`src/rtl/muldiv_pkg.sv`:
```
// rtl/muldiv_pkg.sv - shared op codes, FSM states and sizing for the multiply/divide unit
package muldiv_pkg;

    localparam int WIDTH_DEF = 32;
    localparam int CNT_W     = $clog2(WIDTH_DEF) + 1;

    typedef enum logic [2:0] {
        OP_MULT  = 3'b000,
        OP_MULTU = 3'b001,
        OP_DIV   = 3'b010,
        OP_DIVU  = 3'b011,
        OP_MTHI  = 3'b100,
        OP_MTLO  = 3'b101
    } op_e;

    typedef enum logic [1:0] {
        IDLE = 2'b00,
        RUN  = 2'b01,
        FIN  = 2'b10
    } state_e;

endpackage

```
`src/rtl/muldiv_if.sv`:
```
// rtl/muldiv_if.sv - command and result bundle between the pipeline and the multiply/divide unit
interface muldiv_if #(
    parameter int WIDTH = 32
);
    logic             start;
    logic [2:0]       op;
    logic [WIDTH-1:0] a;
    logic [WIDTH-1:0] b;
    logic             busy;
    logic             done;
    logic [WIDTH-1:0] hi;
    logic [WIDTH-1:0] lo;

    modport master (output start, op, a, b, input busy, done, hi, lo);
    modport slave  (input start, op, a, b, output busy, done, hi, lo);
endinterface

```
`src/rtl/muldiv_iter.sv`:
```
// rtl/muldiv_iter.sv - unsigned one-bit-per-step shift-add multiply / restoring divide datapath
module muldiv_iter #(
    parameter int WIDTH = 32
) (
    input  logic               clk,
    input  logic               rst,
    input  logic               mode,
    input  logic               load,
    input  logic               step,
    input  logic [WIDTH-1:0]   a,
    input  logic [WIDTH-1:0]   b,
    output logic [2*WIDTH-1:0] result
);
    // acc upper half: partial product or remainder; lower half: multiplier or quotient
    logic [2*WIDTH-1:0] acc;
    logic [WIDTH-1:0]   opnd;
    logic [WIDTH:0]     sum;
    logic [WIDTH:0]     shifted;
    logic [WIDTH:0]     trial;
    logic               take;
    logic [2*WIDTH-1:0] acc_next;

    // Next accumulator value for one multiply or divide step
    always_comb begin
        sum      = {1'b0, acc[2*WIDTH-1:WIDTH]} + (acc[0] ? {1'b0, opnd} : '0);
        shifted  = acc[2*WIDTH-1:WIDTH-1];
        take     = shifted >= {1'b0, opnd};
        trial    = shifted - {1'b0, opnd};
        acc_next = acc;
        if (mode) begin
            acc_next = {(take ? trial[WIDTH-1:0] : shifted[WIDTH-1:0]), acc[WIDTH-2:0], take};
        end else begin
            acc_next = {sum, acc[WIDTH-1:1]};
        end
    end

    // Load operands on launch, then advance one step per enabled cycle
    always_ff @(posedge clk) begin
        if (rst) begin
            acc  <= '0;
            opnd <= '0;
        end else if (load) begin
            acc  <= {{WIDTH{1'b0}}, a};
            opnd <= b;
        end else if (step) begin
            acc  <= acc_next;
        end
    end

    assign result = acc;

endmodule

```
`src/rtl/muldiv_unit.sv`:
```
// rtl/muldiv_unit.sv - iterative multiply/divide unit with HI/LO registers; optional MULDIV_DIVZERO_EN
module muldiv_unit
    import muldiv_pkg::*;
#(
    parameter int WIDTH = 32
) (
    input  logic     clk,
    input  logic     rst,
    muldiv_if.slave  bus
`ifdef MULDIV_DIVZERO_EN
    ,
    output logic     div_zero
`endif
);
    localparam int CW = $clog2(WIDTH) + 1;

    state_e             state;
    state_e             state_next;
    logic [CW-1:0]      count;
    logic               iter_load;
    logic               iter_step;
    logic               mode_q;
    logic               neg_lo_q;
    logic               neg_hi_q;
    logic [2*WIDTH-1:0] raw;
    logic [2*WIDTH-1:0] fixed;
    logic [WIDTH-1:0]   mag_a;
    logic [WIDTH-1:0]   mag_b;
    logic [WIDTH-1:0]   hi_q;
    logic [WIDTH-1:0]   lo_q;
    logic               done_q;
    logic               is_signed;

`ifdef MULDIV_DIVZERO_EN
    logic               dz_q;
    logic [WIDTH-1:0]   a_raw_q;
    logic               div_zero_q;
`endif

    // Signed ops run on magnitudes; the signs are restored in FIN
    assign is_signed = ~bus.op[0];
    assign mag_a     = (is_signed && bus.a[WIDTH-1]) ? -bus.a : bus.a;
    assign mag_b     = (is_signed && bus.b[WIDTH-1]) ? -bus.b : bus.b;

    muldiv_iter #(.WIDTH(WIDTH)) u_iter (
        .clk    (clk),
        .rst    (rst),
        .mode   (iter_load ? bus.op[1] : mode_q),
        .load   (iter_load),
        .step   (iter_step),
        .a      (mag_a),
        .b      (mag_b),
        .result (raw)
    );

    // FSM state register
    always_ff @(posedge clk) begin
        if (rst) state <= IDLE;
        else     state <= state_next;
    end

    // Next state and datapath strobes; start is only honoured in IDLE
    always_comb begin
        state_next = state;
        iter_load  = 1'b0;
        iter_step  = 1'b0;
        case (state)
            IDLE: begin
                if (bus.start && !bus.op[2]) begin
                    iter_load  = 1'b1;
                    state_next = RUN;
`ifdef MULDIV_DIVZERO_EN
                    if (bus.op[1] && bus.b == '0) state_next = FIN;
`endif
                end
            end
            RUN: begin
                iter_step = 1'b1;
                if (count == CW'(WIDTH - 1)) state_next = FIN;
            end
            FIN:     state_next = IDLE;
            default: state_next = IDLE;
        endcase
    end

    // Operation attributes captured at launch and the step counter
    always_ff @(posedge clk) begin
        if (rst) begin
            count    <= '0;
            mode_q   <= 1'b0;
            neg_lo_q <= 1'b0;
            neg_hi_q <= 1'b0;
        end else if (iter_load) begin
            count    <= '0;
            mode_q   <= bus.op[1];
            neg_lo_q <= is_signed & (bus.a[WIDTH-1] ^ bus.b[WIDTH-1]);
            neg_hi_q <= is_signed & bus.a[WIDTH-1];
        end else if (iter_step) begin
            count    <= count + CW'(1);
        end
    end

`ifdef MULDIV_DIVZERO_EN
    // Divide-by-zero short cut bypasses the datapath, so keep the raw dividend
    always_ff @(posedge clk) begin
        if (rst) begin
            dz_q    <= 1'b0;
            a_raw_q <= '0;
        end else if (iter_load) begin
            dz_q    <= bus.op[1] && bus.b == '0;
            a_raw_q <= bus.a;
        end
    end
`endif

    // Sign correction: whole product for multiply, quotient and remainder separately for divide
    always_comb begin
        fixed = raw;
        if (mode_q) begin
            fixed[2*WIDTH-1:WIDTH] = neg_hi_q ? -raw[2*WIDTH-1:WIDTH] : raw[2*WIDTH-1:WIDTH];
            fixed[WIDTH-1:0]       = neg_lo_q ? -raw[WIDTH-1:0]       : raw[WIDTH-1:0];
        end else begin
            fixed = neg_lo_q ? -raw : raw;
        end
`ifdef MULDIV_DIVZERO_EN
        if (dz_q) fixed = {a_raw_q, {WIDTH{1'b1}}};
`endif
    end

    // HI/LO change only on FIN or an IDLE move-to; done marks the FIN write
    always_ff @(posedge clk) begin
        if (rst) begin
            hi_q   <= '0;
            lo_q   <= '0;
            done_q <= 1'b0;
        end else begin
            done_q <= 1'b0;
            if (state == FIN) begin
                hi_q   <= fixed[2*WIDTH-1:WIDTH];
                lo_q   <= fixed[WIDTH-1:0];
                done_q <= 1'b1;
            end else if (state == IDLE && bus.start) begin
                if (bus.op == OP_MTHI) hi_q <= bus.a;
                if (bus.op == OP_MTLO) lo_q <= bus.a;
            end
        end
    end

`ifdef MULDIV_DIVZERO_EN
    // Flag accompanies the done pulse of a short-cut divide
    always_ff @(posedge clk) begin
        if (rst) div_zero_q <= 1'b0;
        else     div_zero_q <= (state == FIN) && dz_q;
    end

    assign div_zero = div_zero_q;
`endif

    assign bus.busy = (state != IDLE);
    assign bus.done = done_q;
    assign bus.hi   = hi_q;
    assign bus.lo   = lo_q;

endmodule
```
`src/flat_wrapper.sv`:
```
// flat-port wrapper written by rule: the top's interface ports become plain ports
module muldiv_unit_flat import muldiv_pkg::*;
#(
    parameter int WIDTH = 32
)
  (clk, rst, bus_start, bus_op, bus_a, bus_b, bus_busy, bus_done, bus_hi, bus_lo);
  muldiv_if #(.WIDTH(WIDTH)) bus_i ();
  input  logic clk;
  input  logic rst;
  input wire logic [$bits(bus_i.start)-1:0] bus_start;
  input wire logic [$bits(bus_i.op)-1:0] bus_op;
  input wire logic [$bits(bus_i.a)-1:0] bus_a;
  input wire logic [$bits(bus_i.b)-1:0] bus_b;
  output wire logic [$bits(bus_i.busy)-1:0] bus_busy;
  output wire logic [$bits(bus_i.done)-1:0] bus_done;
  output wire logic [$bits(bus_i.hi)-1:0] bus_hi;
  output wire logic [$bits(bus_i.lo)-1:0] bus_lo;
  assign bus_i.start = bus_start;
  assign bus_i.op = bus_op;
  assign bus_i.a = bus_a;
  assign bus_i.b = bus_b;
  assign bus_busy = bus_i.busy;
  assign bus_done = bus_i.done;
  assign bus_hi = bus_i.hi;
  assign bus_lo = bus_i.lo;
  muldiv_unit #(.WIDTH(WIDTH)) u_core (.clk(clk), .rst(rst), .bus(bus_i));
endmodule
```
`config.mk`:
```
export PLATFORM = sky130hd
export DESIGN_NAME = muldiv_unit_flat
export DESIGN_NICKNAME = d
export VERILOG_FILES = /design/src/rtl/muldiv_pkg.sv /design/src/rtl/muldiv_if.sv /design/src/rtl/muldiv_iter.sv /design/src/rtl/muldiv_unit.sv /design/src/flat_wrapper.sv
export SDC_FILE = /design/constraint.sdc
export NUM_CORES = 1
export LEC_CHECK = 0
export BUFFER_PORTS_ARGS = -buffer_cell sky130_fd_sc_hd__buf_2
export CORE_MARGIN = 2
export CORE_UTILIZATION = 55
export DETAILED_ROUTE_END_ITERATION = 7
export PLACE_DENSITY = 0.79
export SYNTH_ARGS = -nofsm -noshare
export SYNTH_HDL_FRONTEND = slang
export SYNTH_SLANG_ARGS = --single-unit
export TNS_END_PERCENT = 50
```
`constraint.sdc`:
```
create_clock -name clk -period 4 [get_ports clk]
set_input_delay 0.4 -clock clk [delete_from_list [all_inputs] [get_ports clk]]
set_output_delay 0.4 -clock clk [all_outputs]
set_load 0.005 [all_outputs]
```
==> metrics.txt, run 1 <==
largest net degree at the start of global routing 98; RSZ-0062 raised after global routing false; hpwl dp 36.2 mm; post-CTS setup buffer count 0; drt first pass iters 6; P_int 3350 uW; first-pass GRT wire length 75.3 mm; Worst Hold Class input pin to flip-flop; Die Y 164 um; gr usage total 0.355; CTS Sinks 172; DRC 0; Post-synth ARST share 0; DRT Wirelength 48.3 mm; WL per Instance 21.3 um; Die W 164 um; Starting Density 0.560; Layout area overhead 11.0%; YS warnings 0; status complete, no violations; CTS tree done; initial antenna violation count 0; num rows 58; CTS root buffer clkbuf_16; CP max-delay cell a22oi_1; gpl congestion 1.03; clock skew after layout 0.0206 ns; via count 14900; CP peak stage delay 0.37 ns; Setup crit start kind flip-flop; Max-cap violations 0; Sw Share 0.371; largest delay contributor family on the critical path compound AO/OA/AOI/OAI gates; Post-layout nets 2066; Core Region 25300 um2; Seq cells post-synth 172; post-synthesis cell area 14200 um2; post-synth cell types 71; sequential share of power 0.357; Seq/Total Area, Yosys 0.243; PortBufs 135; crit path DAT 3.99 ns; Post-DP Area 15100 um2; TritonCTS Buffers 17; Design Power 5330 uW; leakage power 0.00654 uW; Ports 136; Crit Path Max Fanout 27; Worst Path Required 4.34 ns; Fin. Hold Viols 0; Post-Place Cells 2236; full die area 27000 um2; fill count 2289; vias in the first global route 13700; CP Cell Sequence inv_1, buf_4, nor2_1, ha_1, a211oi_1, o211ai_1, a41oi_1, a21oi_1, a22oi_1, o21ai_1, o31ai_1, mux2i_1, a211o_1; Tcrit/Tclk final 0.914; Fmax 274 MHz; non-filler instance count after layout 2268; CTS resizes 0; clock-pin slew on the worst setup and hold paths 0.08 ns; Setup crit end kind flip-flop; Most used DFF post-synth dfxtp_1; worst path bufs/invs 2; Cells after Synth 1864; logic gate share of total power 0.298; Clk pwr share 0.345; min cycle time layout 3.66 ns; relative slew slack 0.290; # setup viols final 0; # diodes 0; Hold Buf Count CTS 0; Mapped Nets 2005; Longest Clk Path Bufs 2; Vias/cell 6.58; fin. max-slew vios 0; EDFF count, synth 0; post-route ant nets 0; final instance area 15700 um2; Least-Margin Pin Slew 1.06 ns; share of cells above drive strength 1 0.123; Starting DRT DRC Count 1836; Peak VDD IR 0.000268 V; Power per Cell Area 339 nW/um2; total congestion overflow 0; Crit Path Class flip-flop to flip-flop; switching pwr 1980 uW; Syn Area/Cell 7.59 um2; H-Tree Depth 4; setup TNS 0 ns; clock insertion delay at the later pin of the skew report 0.45 ns
layout by cell type, fill, tap and decap left out, types with 14 or more instances in the layout:
master	n
or3_1	21
o41ai_1	16
a211oi_1	157
xor2_1	76
inv_1	61
nor3_1	40
buf_4	41
a31oi_1	30
a21o_1	32
clkbuf_16	17
nand3_1	37
xnor2_1	91
o21ai_0	116
ha_1	69
buf_2	134
nand2_1	110
dfxtp_1	171
nor2b_1	15
a21oi_1	133
mux2i_1	92
nor2_1	230
o31ai_1	27
o211ai_1	22
nand4_1	14
and3_1	15
registers in the layout (all words and copies together), names as in the netlist:
name and flops:
u_core.mode_q 1, u_core.neg_lo_q 1, u_core.count 6, u_core.u_iter.result 64, u_core.u_iter.opnd 32, u_core.state 2
u_core.bus.hi 32, u_core.bus.lo 32, u_core.bus.done 1, u_core.neg_hi_q 1
tightest hold or removal path: stages:
cell,delay [ns]
buf_2,0.11
nand2_1,0.05
a311oi_1,0.08
layout make-up:
| cell class | count | area (um2) | area share |
|---|---|---|---|
| flip-flops and latches | 172 | 3440 | 0.219 |
| repair buffers | 175 | 978 | 0.0623 |
| clock buffers | 17 | 425 | 0.0271 |
| clock inverters | 15 | 224 | 0.0143 |
| inverters | 61 | 229 | 0.0146 |
| multi-input cells | 1498 | 10000 | 0.636 |
| well taps | 330 | 413 | 0.0263 |
through the flow:
step | hold slack [ns] | utilization | setup WS [ns]
3_5_place_dp | 0.456 | 0.596 | 0.496
3_3_place_gp | 0.443 | 0.596 | 0.577
5_1_grt | 0.247 | 0.622 | 0.179
2_1_floorplan | 0.429 | - | 0.914
6_report | 0.244 | 0.622 | 0.345
4_1_cts | 0.227 | 0.622 | 0.475
logic make-up (layout without fill, tap and decap cells):
| logic type | Yosys count | after routing | synth area share |
|---|---|---|---|
| xor gates and xnor gates | 167 | 167 | 0.103 |
| DFF | 172 | 172 | 0.243 |
| buffers and inverters | 194 | 268 | 0.0525 |
| AOI/OAI and AO/OA | 610 | 610 | 0.283 |
| adders and majority gates | 71 | 71 | 0.0638 |
| muxes | 93 | 93 | 0.0658 |
| and+or+nand+nor | 557 | 557 | 0.188 |
routing by layer:
metal | global-route usage | wire [um] | vias to the layer above
li1 | - | - | 6979
met1 | 0.463 | 19900 | 6987
met2 | 0.562 | 21300 | 803
met3 | 0.0580 | 4380 | 153
met4 | 0.190 | 2680 | 0
met5 | 0 | 0 | -
synth_stat cells (all sizes together) (16+ instances only):
cell type	number	area (um2)
xor2	76	666
buf	24	104
o21ai	118	591
inv	61	229
clkbuf	109	410
xnor2	91	797
o41ai	16	140
or3	22	143
a21o	32	240
nand2	111	417
o211ai	22	165
nor2	230	863
dfxtp	172	3440
nor3	42	221
a21oi	133	666
a31oi	30	188
ha	69	863
a211oi	157	1180
o31ai	27	203
nor2b	17	106
nand3	37	185
mux2i	93	931
path summary, 6_finish.rpt:
path,startpoint,end,slack [ns],cells past startpoint
worst max register to register,u_core.u_iter.result[0],u_core.u_iter.result[62],0.34,13
worst min register to register,u_core.u_iter.opnd[31],u_core.u_iter.opnd[31],0.46,2
worst max-delay path,u_core.u_iter.result[0],u_core.u_iter.result[62],0.34,13
worst min-delay path,bus_b[1],u_core.u_iter.opnd[1],0.24,3
power by group through the flow:
stage          Sequential [uW]  Combinational, uW  Clock [uW]
2_1_floorplan             1890               1110           0
3_3_place_gp              1930               1520           0
3_5_place_dp              1940               1530           0
4_1_cts                   1900               1540        1840
5_1_grt                   1910               1720        1890
6_report                  1910               1590        1840
(Power assumes the default switching activity.)
==> inputs of run 2 (changes only) <==
--- a/config.mk
+++ b/config.mk
@@ -7,9 +7,9 @@
 export LEC_CHECK = 0
 export BUFFER_PORTS_ARGS = -buffer_cell sky130_fd_sc_hd__buf_2
 export CORE_MARGIN = 2
-export CORE_UTILIZATION = 55
+export CORE_UTILIZATION = 61
 export DETAILED_ROUTE_END_ITERATION = 7
-export PLACE_DENSITY = 0.79
+export PLACE_DENSITY = 0.86
 export SYNTH_ARGS = -nofsm -noshare
 export SYNTH_HDL_FRONTEND = slang
 export SYNTH_SLANG_ARGS = --single-unit
==> run 2 against run 1 <==
  * Register-to-register slack better by 0.09 ns
  * Largest power group unchanged
  * Critical endpoint unchanged
  * Sequential power hardly changed
  * Worst setup slack better by 0.086 ns
  * Largest cell class unchanged
  * Count of clock-buffer cells in the layout did not move
  * Hold slack got worse by 0.030 ns
  * Via count increased by 0.91%
==> metrics.txt, run 2 (synthesis gave the netlist of run 1 again) <==
clock skew after layout 0.0145 ns; WL per Instance 21.5 um; CP max-delay cell dfxtp_1; most common cell after layout, fill and taps aside nor2_1; DRC 0; CTS root buffer clkbuf_16; Power per Cell Area 334 nW/um2; vias in the first global route 13700; Register-to-Register Path Depth 12; post-route ant nets 0; most frequent cells in the layout nor2_1, dfxtp_1, a211oi_1; Worst Path Required 4.32 ns; Die Y 156 um; post-CTS setup buffer count 0; initial antenna violation count 0; # diodes 0; Worst R2R Setup Slack 0.43 ns; r2r startpoint u_core.u_iter.result[0]; max reg flops 64; share of cells above drive strength 1 0.126; pre-CTS setup slack 0.447 ns; final instance area 15700 um2; CTS Sinks 172; clock insertion delay at the later pin of the skew report 0.44 ns; Fmax 280 MHz; drt first pass iters 6; worst path bufs/invs 1; CP peak stage delay 0.41 ns; Crit Path Class flip-flop to flip-flop; largest delay contributor family on the critical path compound AO/OA/AOI/OAI gates; leakage power 0.00655 uW; highest metal used met4; fin. max-slew vios 0; min cycle time layout 3.57 ns; via count 15100; Hold Worst Slack 0.213 ns; TritonCTS Buffers 17; gr usage total 0.386; Longest Clk Path Bufs 2; num rows 55; Layout area overhead 10.7%; relative slew slack 0.416; R2R Path End u_core.u_iter.result[62]; hpwl dp 36.3 mm; routed length on met2 20.4 mm; Die W 156 um; Core Region 22700 um2; Fin. Hold Viols 0; CP Cell Sequence inv_1, nor2_1, ha_1, a211oi_1, o211ai_1, a41oi_1, a21oi_1, a22oi_2, o21ai_1, o31ai_1, mux2i_1, a211o_1; HP Start bus_b[0]; PortBufs 135; # setup viols final 0; CTS tree done; worst setup margin 0.431 ns; first-pass GRT wire length 75.3 mm; Post-layout nets 2071; Hold Path End u_core.u_iter.opnd[0]; setup TNS 0 ns; Setup crit start kind flip-flop; clock-pin slew on the worst setup and hold paths 0.08 ns; length of routed met3 wiring 5.05 mm; Worst Hold Class input pin to flip-flop; crit path DAT 3.89 ns; gpl congestion 1.03; largest net degree at the start of global routing 93; Least-Margin Pin Slew 0.876 ns; Tcrit/Tclk final 0.892; total congestion overflow 0; Starting Density 0.623; Setup crit end kind flip-flop; fill count 1913; Post-DP Area 15100 um2; H-Tree Depth 4; Starting DRT DRC Count 1679; Ports 136; M1 WL 20.0 mm; Design Power 5230 uW; hold path cells 3; Max-cap violations 0; status complete, no violations; DRT Wirelength 47.8 mm; Vias/cell 6.76; Crit Path Max Fanout 6; Peak VDD IR 0.000240 V; RSZ-0062 raised after global routing false; full die area 24400 um2
==> run 2: worst max path at each step <==
stage | start | depth (start not counted) | to
2_1_floorplan | u_core.u_iter.result[0] | 13 | u_core.u_iter.result[62]
3_3_place_gp | u_core.u_iter.result[0] | 12 | u_core.u_iter.result[62]
3_5_place_dp | u_core.u_iter.result[0] | 12 | u_core.u_iter.result[62]
4_1_cts | u_core.u_iter.result[0] | 12 | u_core.u_iter.result[62]
5_1_grt | u_core.u_iter.result[0] | 12 | u_core.u_iter.result[62]
6_report | u_core.u_iter.result[0] | 12 | u_core.u_iter.result[62]
==> run 2: stage by stage <==
stage	utilization	instances
2_1_floorplan	-	1864
3_3_place_gp	0.663	2196
3_5_place_dp	0.663	2196
4_1_cts	0.690	2228
5_1_grt	0.690	2228
6_report	0.690	2228
==> run 2: per-layer routing <==
| metal | vias up | global-route usage |
|---|---|---|
| li1 | 6975 | - |
| met3 | 131 | 0.0803 |
| met5 | - | 0 |
| met2 | 902 | 0.589 |
| met4 | 0 | 0.195 |
| met1 | 7050 | 0.517 |
==> run 2: layout make-up <==
cell class                      instances  area, um2  share of cell area
Multi-Input combinational cell       1498      10000               0.638
Tap cell                              285        357              0.0228
Inverter                               61        229              0.0146
Clock inverter                         15        181              0.0116
Clock buffer                           17        425              0.0272
Sequential cell                       172       3440               0.220
Timing Repair Buffer                  180       1030              0.0656
==> run 2: what timing repair did <==
| item | 4_1_cts | 5_1_grt |
|---|---|---|
| hold buffers | 0 | 0 |
| hold endpoints to repair | 0 | 0 |
| setup endpoints to repair | 0 | 1 |
| resized for setup | 0 | 1 |
==> run 2: where the power goes <==
part / leakage [uW] / internal, uW / switching, uW / total [uW]
sequential: 0.00140 / 1790 / 111 / 1900
clock: 0.000291 / 845 / 869 / 1710
combinational: 0.00486 / 598 / 1010 / 1610
==> run 2: tightest hold or removal path, stage by stage <==
cell,delay [ns]
buf_2,0.11
nand2_1,0.05
a21oi_1,0.05
